===== config.mk =====
export PLATFORM = sky130hd
export DESIGN_NAME = bcd_mmss_down
export DESIGN_NICKNAME = d
export VERILOG_FILES = /design/src/rtl/mwave_pkg.sv /design/src/rtl/bcd_mmss_down.sv
export SDC_FILE = /design/constraint.sdc
export NUM_CORES = 1
export LEC_CHECK = 0
export BUFFER_PORTS_ARGS = -buffer_cell sky130_fd_sc_hd__buf_2
export CORE_MARGIN = 2
export CORE_UTILIZATION = 40
export CTS_BUF_LIST = sky130_fd_sc_hd__clkbuf_2 sky130_fd_sc_hd__clkbuf_4 sky130_fd_sc_hd__clkbuf_8
export CTS_CLUSTER_SIZE = 16
export DETAILED_ROUTE_END_ITERATION = 12
export GPL_TIMING_DRIVEN = 0
export HOLD_SLACK_MARGIN = 0.12
export PLACE_DENSITY = 0.69
export SETUP_SLACK_MARGIN = 0.02
export SYNTH_ARGS = -nofsm -noshare
export SYNTH_HDL_FRONTEND = slang
export SYNTH_SLANG_ARGS = --single-unit

===== constraint.sdc =====
create_clock -name clk -period 2.3 [get_ports clk]
set_input_delay 0.115 -clock clk [delete_from_list [all_inputs] [get_ports clk]]
set_output_delay 0.115 -clock clk [all_outputs]
set_load 0.03 [all_outputs]

===== src/rtl/mwave_pkg.sv =====
// Shared types, widths and BCD helpers for the microwave cook controller.
package mwave_pkg;

  localparam int unsigned BCD_W   = 4;
  localparam int unsigned STATE_W = 3;

  localparam logic [BCD_W-1:0] BCD_MAX_DIGIT    = BCD_W'(9);
  localparam logic [BCD_W-1:0] BCD_MAX_SEC_TENS = BCD_W'(5);

  typedef enum logic [STATE_W-1:0] {
    ST_IDLE  = STATE_W'(0),
    ST_SET   = STATE_W'(1),
    ST_COOK  = STATE_W'(2),
    ST_PAUSE = STATE_W'(3),
    ST_DONE  = STATE_W'(4)
  } state_e;

  typedef struct packed {
    logic [BCD_W-1:0] min_tens;
    logic [BCD_W-1:0] min_ones;
    logic [BCD_W-1:0] sec_tens;
    logic [BCD_W-1:0] sec_ones;
  } mmss_t;

  function automatic logic bcd_valid(input logic [BCD_W-1:0] d);
    return d <= BCD_MAX_DIGIT;
  endfunction

  // One-second BCD decrement; out-of-range seconds tens count down naturally, 00:00 holds.
  function automatic mmss_t mmss_dec(input mmss_t t);
    mmss_t r;
    r = t;
    if (t.sec_ones != '0) begin
      r.sec_ones = t.sec_ones - BCD_W'(1);
    end else if (t.sec_tens != '0) begin
      r.sec_tens = t.sec_tens - BCD_W'(1);
      r.sec_ones = BCD_MAX_DIGIT;
    end else if ((t.min_ones != '0) || (t.min_tens != '0)) begin
      r.sec_tens = BCD_MAX_SEC_TENS;
      r.sec_ones = BCD_MAX_DIGIT;
      if (t.min_ones != '0) begin
        r.min_ones = t.min_ones - BCD_W'(1);
      end else begin
        r.min_tens = t.min_tens - BCD_W'(1);
        r.min_ones = BCD_MAX_DIGIT;
      end
    end
    return r;
  endfunction

endpackage


===== src/rtl/bcd_mmss_down.sv =====
// Four-digit BCD MM:SS register with shift-in entry, clear and one-second decrement.
module bcd_mmss_down
  import mwave_pkg::*;
(
  input  logic             clk,
  input  logic             rst,
  input  logic             dec_en,
  input  logic             load_shift,
  input  logic [BCD_W-1:0] shift_digit,
  input  logic             clear,
  output logic [BCD_W-1:0] min_tens,
  output logic [BCD_W-1:0] min_ones,
  output logic [BCD_W-1:0] sec_tens,
  output logic [BCD_W-1:0] sec_ones,
  output logic             is_zero
);

  mmss_t time_q;
  mmss_t time_d;

  // Next time value: clear beats key entry beats countdown.
  always_comb begin
    time_d = time_q;
    if (clear) begin
      time_d = '0;
    end else if (load_shift) begin
      time_d.min_tens = time_q.min_ones;
      time_d.min_ones = time_q.sec_tens;
      time_d.sec_tens = time_q.sec_ones;
      time_d.sec_ones = shift_digit;
    end else if (dec_en) begin
      time_d = mmss_dec(time_q);
    end
  end

  always_ff @(posedge clk or posedge rst) begin
    if (rst) begin
      time_q  <= '0;
      is_zero <= 1'b1;
    end else begin
      time_q  <= time_d;
      is_zero <= (time_d == '0);
    end
  end

  assign min_tens = time_q.min_tens;
  assign min_ones = time_q.min_ones;
  assign sec_tens = time_q.sec_tens;
  assign sec_ones = time_q.sec_ones;

endmodule


==> results of run 1 <==
## routing by layer
| layer | vias up | part of all wire | track usage |
|---|---|---|---|
| met5 | - | 0 | 0 |
| met4 | 0 | 0.015 | 0.0952 |
| met3 | 8 | 0.043 | 0.0238 |
| met2 | 50 | 0.52 | 0.384 |
| met1 | 670 | 0.43 | 0.277 |
| li1 | 645 | - | - |
## worst min path at each step
stage                        endpoint  slack (ns)  depth (start not counted)
after floorplan           min_ones[0]        0.04                          1
after global placement    min_tens[0]        0.24                          2
after detailed placement  min_tens[1]        0.26                          2
after CTS                 sec_ones[1]        0.15                          3
after global routing      sec_ones[1]        0.20                          3
final                     sec_ones[1]        0.19                          3
## registers in the layout, summed over array words and instances (netlist names)
signal	flops
min_ones	4
min_tens	4
sec_ones	4
sec_tens	4
is_zero	1
## per-stage QoR
stage | power [uW] | util | setup TNS (ns) | instances
after floorplan | 578 | - | 0 | 138
final | 952 | 0.590 | 0 | 235
after CTS | 917 | 0.562 | 0 | 231
after global routing | 1000 | 0.590 | -0.0851 | 235
after global placement | 651 | 0.476 | -0.245 | 206
after detailed placement | 661 | 0.476 | -0.192 | 206
## synthesized netlist by cell type (2+ instances only)
| cell | count |
|---|---|
| o31a_1 | 2 |
| or3b_1 | 2 |
| nor3_1 | 4 |
| a21oi_1 | 9 |
| nor2_1 | 9 |
| nand4_1 | 4 |
| nand4b_1 | 3 |
| a311oi_1 | 3 |
| o311a_1 | 2 |
| mux2_2 | 2 |
| o31ai_1 | 3 |
| a31oi_1 | 3 |
| mux2i_1 | 3 |
| a211oi_1 | 5 |
| clkbuf_1 | 2 |
| nand2_1 | 7 |
| or3b_4 | 2 |
| nor3b_4 | 2 |
| nor2b_1 | 6 |
| inv_1 | 12 |
| dfrtp_1 | 16 |
| and2_1 | 2 |
| buf_2 | 3 |
| ha_1 | 5 |
| nand3_1 | 2 |
| o21ai_0 | 3 |
## cell type report
class,count,area [sq um],share of cell area
Inverter,13,48.8,0.0273
Multi-Input combinational cell,103,883,0.494
Tap cell,44,55.1,0.0308
Buffer,5,28.8,0.0161
Clock buffer,3,22.5,0.0126
Sequential cell,17,429,0.240
Timing Repair Buffer,49,315,0.176
Clock inverter,1,5.00,0.00280
## cells in the final DEF (no fill, tap or decap), drive strengths merged, types with 2 or more instances in the layout
cell type / instances
o31ai: 3
nand2: 7
a211oi: 5
o31a: 2
nor3: 5
a31oi: 3
and2: 2
dlygate4sd3: 3
mux2i: 3
nor3b: 3
nor2b: 6
buf: 49
ha: 5
a311oi: 3
dfrtp: 16
nand4: 4
clkinv: 2
a21oi: 9
or3b: 4
inv: 12
nand4b: 3
mux2: 2
o311a: 2
clkbuf: 5
o21ai: 3
nor2: 9
nand3: 2
## critical path, delay by kind of cell, from the launching register on
family | cells | cell delay, ns
simple gates | 5 | 1.09
fa+ha+maj | 1 | 0.17
compound gates | 1 | 0.40
flops | 1 | 0.43
buf+inv | 1 | 0.09
## what timing repair did
| item | in CTS | in global routing |
|---|---|---|
| hold buffers | 3 | 0 |
| setup endpoints to repair | 1 | 1 |
| resized for setup | 17 | 9 |
| pin swaps | 4 | 6 |
| hold endpoints to repair | 18 | 0 |
| buffers inserted | 18 | 4 |
## power by group through the flow
stage / logic [uW] / registers [uW] / clock network (uW)
detailed placement: 298 / 363 / 0
floorplan: 178 / 399 / 0
CTS: 394 / 353 / 170
finish: 432 / 355 / 165
global route: 467 / 359 / 178
global placement: 290 / 361 / 0
## cell families (layout without fill, tap and decap cells)
kind of cell / Yosys count / in the layout / share of synthesized area
simple gates: 51 / 51 / 0.269
xor+xnor: 1 / 1 / 0.00693
fa+ha+maj: 5 / 5 / 0.0495
buf+inv: 18 / 71 / 0.0564
compound gates: 41 / 41 / 0.239
mux: 5 / 5 / 0.0415
flops: 17 / 17 / 0.337
==> metrics.md, run 1 <==
| Metric | Value |
|---|---|
| Initial antenna violation count | 0 |
| Worst setup margin | approximately 0.053 ns |
| Deepest clock path buffer count | 2 |
| Clock share of power | 0.173 |
| Detailed-route DRC error count | 0 |
| First drt pass iteration count | 4 |
| Die X-Extent | 60.2 microns |
| Sequential area share after synthesis | 0.337 |
| GPL Wtd Cong | 0.880 |
| CTS Buf Count | 3 |
| Setup Viol. Count Final | 0 |
| Placed cell areas | 0.00144 sq mm |
| RR Startpoint | sec_ones[0] |
| Status | complete, no violations |
| Worst path slowest cell | dfrtp_2 |
| Yosys warning count | 0 |
| Worst-margin pin slew | 0.667 ns |
| Worst rel slew slack | 0.555 |
| Final net count | slightly above 200 |
| Cells after Synth | around 140 |
| RSZ-0062 raised after global routing | yes |
| Drt wl/cell | 16.0 microns |
| Setup crit end kind | register |
| Int Power | 589 uW |
| Layout cell share with drive strength beyond 1 | 0.429 |
| Die height | about 60 microns |
| Reg2Reg Depth | 8 |
| Final hold viol count | 0 |
| Dpl ws | -0.192 ns |
| Setup crit start kind | register |
| Clk_skew | 0.00322 ns |
| Synth top area share | 0.317 |
| Fin crit share | 0.977 |
| Clock sinks | 17 |
| Starting Density | 0.418 |
| Worst path max stage delay | between 0.4 and 0.5 ns |
| Crit path time final | 2.25 ns |
| Initial DRC Count | 46 |
| Post-synthesis register bit count | 17 |
| Achievable Freq | 0.445 GHz |
| Rows | 20 |
| Layout area overhead | 41.3% |
| Worst r2r dst | is_zero |
| Root Driver | clkbuf_4 |
| Sw frac | 0.381 |
| H-tree depth | 1 |
| Fill cells | 270 |
| Top Ports | 26 |
| Syn nets | ~150 |
| Grt total ovfl | 0 |
| Register-to-register setup slack | approximately 0.053 ns |
| Gr usage total | 0.222 |
| CP Class | reg -> reg |
| Top post-synthesis cells by area | dfrtp_1, ha_1, a21oi_1 |
| Crit path capture | is_zero |
| Ys flop type | dfrtp_1 |
| Clk pin slew, worst setup/hold paths | 0.10 ns |
| First-pass GRT wire length | 5960 microns |
| Vias in the first global route | 1307 |
| Diodes inserted | 0 |
| Post-synth ARST share | 1.00 |
| Synth unique cells | 48 |
| Core area | between 0.003 and 0.004 sq mm |
| Hold Path Class | in -> reg |
| Crit Path Max Fanout | 6 |
| CTS tree | done |
| Hold path startpoint | clear |
| Number of synthesized flops with an enable pin | 0 |
| CP Launch Point | sec_ones[0] |
| Post-DRT Antenna Nets | 0 |
| Mean post-synth cell area | 9.17 sq um |
| Critical path, cell by cell | inv_2 > ha_4 > or3b_4 > and3_1 > o41a_1 > nor3_2 > nand4b_1 > nor3_2 |
| Max-slew violation count | 0 |
| Peak supply drop | 0.000281 V |
| PD cells | 533 mW/mm^2 |
| Hold slack | 0.193 ns |
| Via-to-Cell Ratio | 5.84 |
| Port Buffers | 24 |
| Routed vias | 1373 |
| Combinational share of power | 0.453 |
| Worst path required time | about 2.5 ns |
| Largest net degree at the start of global routing | 18 |
| DPL Wire Length | 2530 microns |
| Switching Power | approximately 360 uW |
| Synthesized area | 0.00126 sq mm |
| Die area | 0.00363 sq mm |
| Finished Cell Area | ~0.0018 sq mm |
| Most used cell, CP | nor3_2 |
| WP data arrival | 2.48 ns |
| Clock latency on the worst-skew pair | 0.29 ns |
| Static Leak | between 0.0008 and 0.0009 uW |
| Max-cap violations | 0 |
| Total Wirelength | 3750 microns |
| Sequential power share | 0.373 |
| Synth area leader | dfrtp_1 |
Note: power is estimated with default switching activity, not from simulation.
==> run 2, diff against run 1 <==
CORE_UTILIZATION = 45   (was 40)
GPL_TIMING_DRIVEN = default   (was 0)
PLACE_DENSITY = 0.76   (was 0.69)
clock period = 2.5 ns   (was 2.3 ns; I/O delays follow)
==> metrics.md, run 2 (synthesis gave the netlist of run 1 again) <==
| Metric | Value |
|---|---|
| Status | complete, no violations |
| CTS tree | done |
| Routed vias | approximately 1300 |
| CP Class | reg -> reg |
| Port Buffers | 25 |
| Most frequent cells in the layout | buf_2, dfrtp_1, buf_4 |
| Core area | about 0.0027 sq mm |
| Switching Power | 318 uW |
| Final net count | 196 |
| Int Power | ~520 uW |
| Final hold viol count | 0 |
| WP data arrival | 2.57 ns |
| Clk_skew | 0.0111 ns |
| Clock share of power | 0.198 |
| Top Ports | 26 |
| Reg2Reg Depth | 9 |
| Largest net degree at the start of global routing | 19 |
| Critical path depth in cells | 9 |
| Crit Path Max Fanout | 6 |
| Layout cell share with drive strength beyond 1 | 0.337 |
| Max-slew violation count | 0 |
| Core Util, Final | 0.606 |
| Sequential power share | 0.390 |
| Deepest clock path buffer count | 2 |
| Die area | 0.00325 sq mm |
| Initial antenna violation count | 0 |
| Vias in the first global route | 1150 |
| PD cells | 511 mW/mm^2 |
| Worst path bufs/invs | 2 |
| Critical path, cell by cell | inv_1 > ha_2 > nor3b_4 > buf_4 > nand4_1 > mux2i_1 > a22o_1 > a211o_1 > nor3_2 |
| Dpl ws | roughly 0.09 ns |
| Total Wirelength | about 3700 microns |
| Worst hold stages | 2 |
| Total negative setup slack | 0 ns |
| Hold Path Class | in -> reg |
| Finished Cell Area | between 0.0015 and 0.002 sq mm |
| Clock latency on the worst-skew pair | 0.30 ns |
| Combinational share of power | 0.411 |
| Worst-margin pin slew | 0.677 ns |
| Static Leak | around 0.00076 uW |
| GPL Wtd Cong | just over 0.9 |
| Crit path time final | 2.34 ns |
| Via-to-Cell Ratio | 6.28 |
| Worst path slowest cell | dfrtp_1 |
| First drt pass iteration count | 4 |
| Max-cap violations | 0 |
| Placed cell areas | approximately 0.0015 sq mm |
| Worst rel slew slack | 0.548 |
| Setup Viol. Count Final | 0 |
| Rows | 19 |
| Worst path max stage delay | about 0.45 ns |
| Detailed-route DRC error count | 0 |
| Post-DRT Antenna Nets | 0 |
| Sw frac | 0.379 |
| Gr usage total | 0.216 |
| Diodes inserted | 0 |
| Layout area overhead | 29.8% |
| Drt wl/cell | 17.5 microns |
| Setup crit end kind | register |
| Initial DRC Count | 56 |
| Cell family with most CP delay | simple AND/OR/NAND/NOR gates |
| H-tree depth | 1 |
| Grt total ovfl | 0 |
| Worst path required time | around 2.7 ns |
| Fin crit share | 0.936 |
| Clk pin slew, worst setup/hold paths | between 0.1 and 0.15 ns |
| Die X-Extent | 57.0 microns |
| Setup crit start kind | register |
| Peak supply drop | 0.000544 V |
| Worst setup margin | 0.161 ns |
| Starting Density | 0.467 |
| Commonest non-fill, non-tap cell in the layout | buf_2 |
| Root Driver | clkbuf_4 |
| First-pass GRT wire length | 5560 microns |
| Achievable Freq | about 0.43 GHz |
| Die height | 57.0 microns |
| CTS Buf Count | 3 |
| DPL Wire Length | about 2500 microns |
| Clock sinks | 17 |
-- run 2: cell types whose count changed in the layout (fill, tap and decap cells not counted), sizes merged --
cell,delta
buf,-9
clkbuf,-1
clkdlybuf4s15,+1
clkinv,-1
-- run 2: cell type report --
type | instances | area (sq um)
fill | 241 | 1070
multi-input combinational | 103 | 818
sequential | 17 | 427
timing repair buffer | 44 | 279
inverter | 13 | 48.8
tap | 31 | 38.8
clock buffer | 4 | 30.0
-- run 2: per-layer routing --
layer  part of all wire  GRT usage
met3              0.056     0.0476
met1               0.42      0.301
met4              0.022     0.0266
met2               0.50      0.356
met5                  0          0
-- run 2: power groups by stage --
stage	logic [uW]	registers, uW	clock network (uW)
after floorplan	164	367	0
after global placement	287	329	0
after detailed placement	293	330	0
after CTS	299	325	167
after global routing	371	331	183
final	345	327	166
-- run 2: final timing paths --
path                             startpoint           to  slack [ns]
worst max-delay path            sec_tens[1]      is_zero        0.16
worst min-delay path                  clear  min_tens[2]        0.18
worst max register to register  sec_tens[1]      is_zero        0.16
worst min register to register  sec_tens[1]  sec_tens[1]        0.70
max in group asynchronous               rst  sec_ones[0]        1.61
min in group asynchronous               rst  min_tens[0]        0.45
-- run 2: worst reg2reg max path, delay by kind of cell, from the launching register on --
kind | cells | cell delay [ns]
AOI/OAI and AO/OA | 2 | 0.51
adders and majority gates | 1 | 0.22
buffers and inverters | 2 | 0.32
DFF | 1 | 0.45
muxes | 1 | 0.16
and+or+nand+nor | 3 | 0.63
-- run 2: what timing repair did --
item | 4_1_cts | 5_1_grt
setup buffers | 0 | 7
endpoints found under the setup margin | 0 | 1
gates resized for setup | 0 | 9
hold endpoints to repair | 18 | 0
hold buffers | 3 | 0
-- run 2: through the flow --
| stage | instances | hold WS, ns | total power, uW |
|---|---|---|---|
| finish | 212 | 0.183 | 839 |
| CTS | 204 | 0.166 | 791 |
| floorplan | 138 | 0.0503 | 531 |
| global placement | 197 | 0.260 | 616 |
| detailed placement | 197 | 0.253 | 624 |
| global route | 212 | 0.199 | 886 |
==> run 3, diff against run 2 <==
clock period = 2.3 ns   (was 2.5 ns; I/O delays follow)
==> metrics.md, run 3 (synthesis gave the netlist of run 1 again) <==
| Metric | Value |
|---|---|
| Status | complete, no violations |
| Root Driver | clkbuf_4 |
| CTS tree | done |
| Clock sinks | 17 |
| Deepest clock path buffer count | 2 |
| Worst path bufs/invs | 3 |
| Layout area overhead | 52.7% |
| RSZ-0062 raised after global routing | yes |
| CP Class | reg -> reg |
| Finished Cell Area | 0.00193 sq mm |
| Worst path required time | about 2.5 ns |
| Grt total ovfl | 0 |
| Drt wl/cell | 19.1 microns |
| Final hold viol count | 0 |
| Reg2Reg Depth | 10 |
| Total negative setup slack | 0 ns |
| Setup crit end kind | register |
| Die height | around 57 microns |
| Setup Viol. Count Final | 0 |
| Total Wirelength | between 4000 and 5000 microns |
| Inst Count DP | 203 |
| Largest net degree at the start of global routing | 18 |
| Cell family with most CP delay | simple AND/OR/NAND/NOR gates |
| Hold Path Class | in -> reg |
| CTS Buf Count | 3 |
| Starting Density | 0.467 |
| Wl on met1 | 1790 microns |
| Core area | roughly 0.0027 sq mm |
| H-tree depth | 1 |
| Static Leak | slightly below 0.0009 uW |
| Detailed-route DRC error count | 0 |
| Hold path startpoint | clear |
| Critical path, cell by cell | inv_2 > ha_4 > buf_6 > nor3b_4 > buf_4 > nand4_1 > mux2i_1 > a22o_1 > a211o_1 > nor3_2 |
| First-pass GRT wire length | 5930 microns |
| Worst r2r dst | is_zero |
| First drt pass iteration count | 4 |
| Clk pin slew, worst setup/hold paths | roughly 0.1 ns |
| Routed vias | 1489 |
| Worst hold stages | 2 |
| DR top layer | met4 |
| Layout cell share with drive strength beyond 1 | 0.505 |
| Gr usage total | 0.239 |
| Post-DRT Antenna Nets | 0 |
| Worst Hold End | min_tens[2] |
| Top Ports | 26 |
| Port Buffers | 25 |
| Peak supply drop | 0.000484 V |
| WP data arrival | 2.54 ns |
| Worst rel slew slack | 0.546 |
| Die area | ~0.0033 sq mm |
| Crit Path Max Fanout | 4 |
| Layout Cells excl Fill | 235 |
| Achievable Freq | 0.436 GHz |
| Metal2 WL | roughly 2300 microns |
| Die X-Extent | 57.0 microns |
| Clock latency on the worst-skew pair | 0.31 ns |
| Worst path slowest cell | dfrtp_1 |
| Rows | 19 |
| GPL Wtd Cong | 0.961 |
| Initial DRC Count | between 90 and 100 |
| Setup crit start kind | register |
| RR Startpoint | sec_tens[1] |
| Clk_skew | 0.00233 ns |
| Pwr Total | between 1000 and 1500 uW |
| PD cells | 533 mW/mm^2 |
| Worst-margin pin slew | around 0.68 ns |
| Worst path max stage delay | 0.41 ns |
| Crit path time final | 2.29 ns |
| Fin crit share | 0.997 |
| Diodes inserted | 0 |
| DPL Wire Length | 2640 microns |
| Met3 wire length | 280 microns |
| Vias in the first global route | 1251 |
| Via-to-Cell Ratio | 6.34 |
| Register-to-register setup slack | 0.007 ns |
| Final net count | 219 |
| Max-slew violation count | 0 |
| Initial antenna violation count | 0 |
| Placed cell areas | 0.00151 sq mm |
| Commonest non-fill, non-tap cell in the layout | buf_4 |
| Max-cap violations | 0 |
| Most frequent cells in the layout | buf_4, buf_2, dfrtp_1 |
==> run 3: cell types whose count changed in the layout (fill, tap and decap cells not counted), moves of 2 or more <==
cell     delta
buf_6       +2
inv_1       -6
buf_4      +21
ha_4        +2
a31oi_1     -2
inv_2       +5
==> run 3: routing by layer <==
metal / global-route usage / vias to the layer above
met5: 0 / -
met3: 0.0272 / 24
met4: 0.0997 / 0
met2: 0.406 / 84
met1: 0.308 / 719
li1: - / 662
==> run 3: per-stage QoR <==
stage | setup slack, ns | utilization | hold slack, ns
floorplan | 0.0499 | - | 0.0403
detailed placement | -0.0704 | 0.558 | 0.253
global route | -0.0550 | 0.713 | 0.206
finish | 0.00677 | 0.713 | 0.167
global placement | 0.0104 | 0.558 | 0.241
CTS | 0.0309 | 0.611 | 0.169
==> run 3: worst reg2reg max path, stage by stage, from the launching register on <==
cell and delay, ns:
dfrtp_1 0.41, inv_2 0.10, ha_4 0.14, buf_6 0.09, nor3b_4 0.32, buf_4 0.17, nand4_1 0.16, mux2i_1 0.16
a22o_1 0.22, a211o_1 0.28, nor3_2 0.18
==> run 3: power by group <==
part | total [uW] | switching (uW) | internal, uW
Combinational | 494 | 262 | 233
Clock | 184 | 104 | 79.7
Sequential | 352 | 31.0 | 321
Total | 1030 | 397 | 633
==> run 3: cell type report <==
class,instances,area (sq um)
inverters,13,51.3
flip-flops and latches,17,428
fillers,197,778
clock buffers,4,30.0
repair buffers,67,459
multi-input cells,103,925
well taps,31,38.8
==> run 3: repair_timing <==
item / 4_1_cts / 5_1_grt
hold endpoints to repair: 18 / 0
hold buffers: 3 / 0
buffers inserted: 5 / 19
cloned: 0 / 1
endpoints found under the setup margin: 1 / 1
pin swaps: 5 / 14
gates resized for setup: 11 / 23
==> run 3: worst max path at each step <==
stage / start / to / slack, ns / cells after the start
after CTS: sec_tens[0] / is_zero / 0.03 / 9
after global routing: min_ones[0] / is_zero / -0.05 / 9
after global placement: sec_tens[0] / is_zero / 0.01 / 8
final: sec_tens[1] / is_zero / 0.007 / 10
after floorplan: sec_ones[0] / is_zero / 0.05 / 9
after detailed placement: sec_ones[0] / is_zero / -0.07 / 9
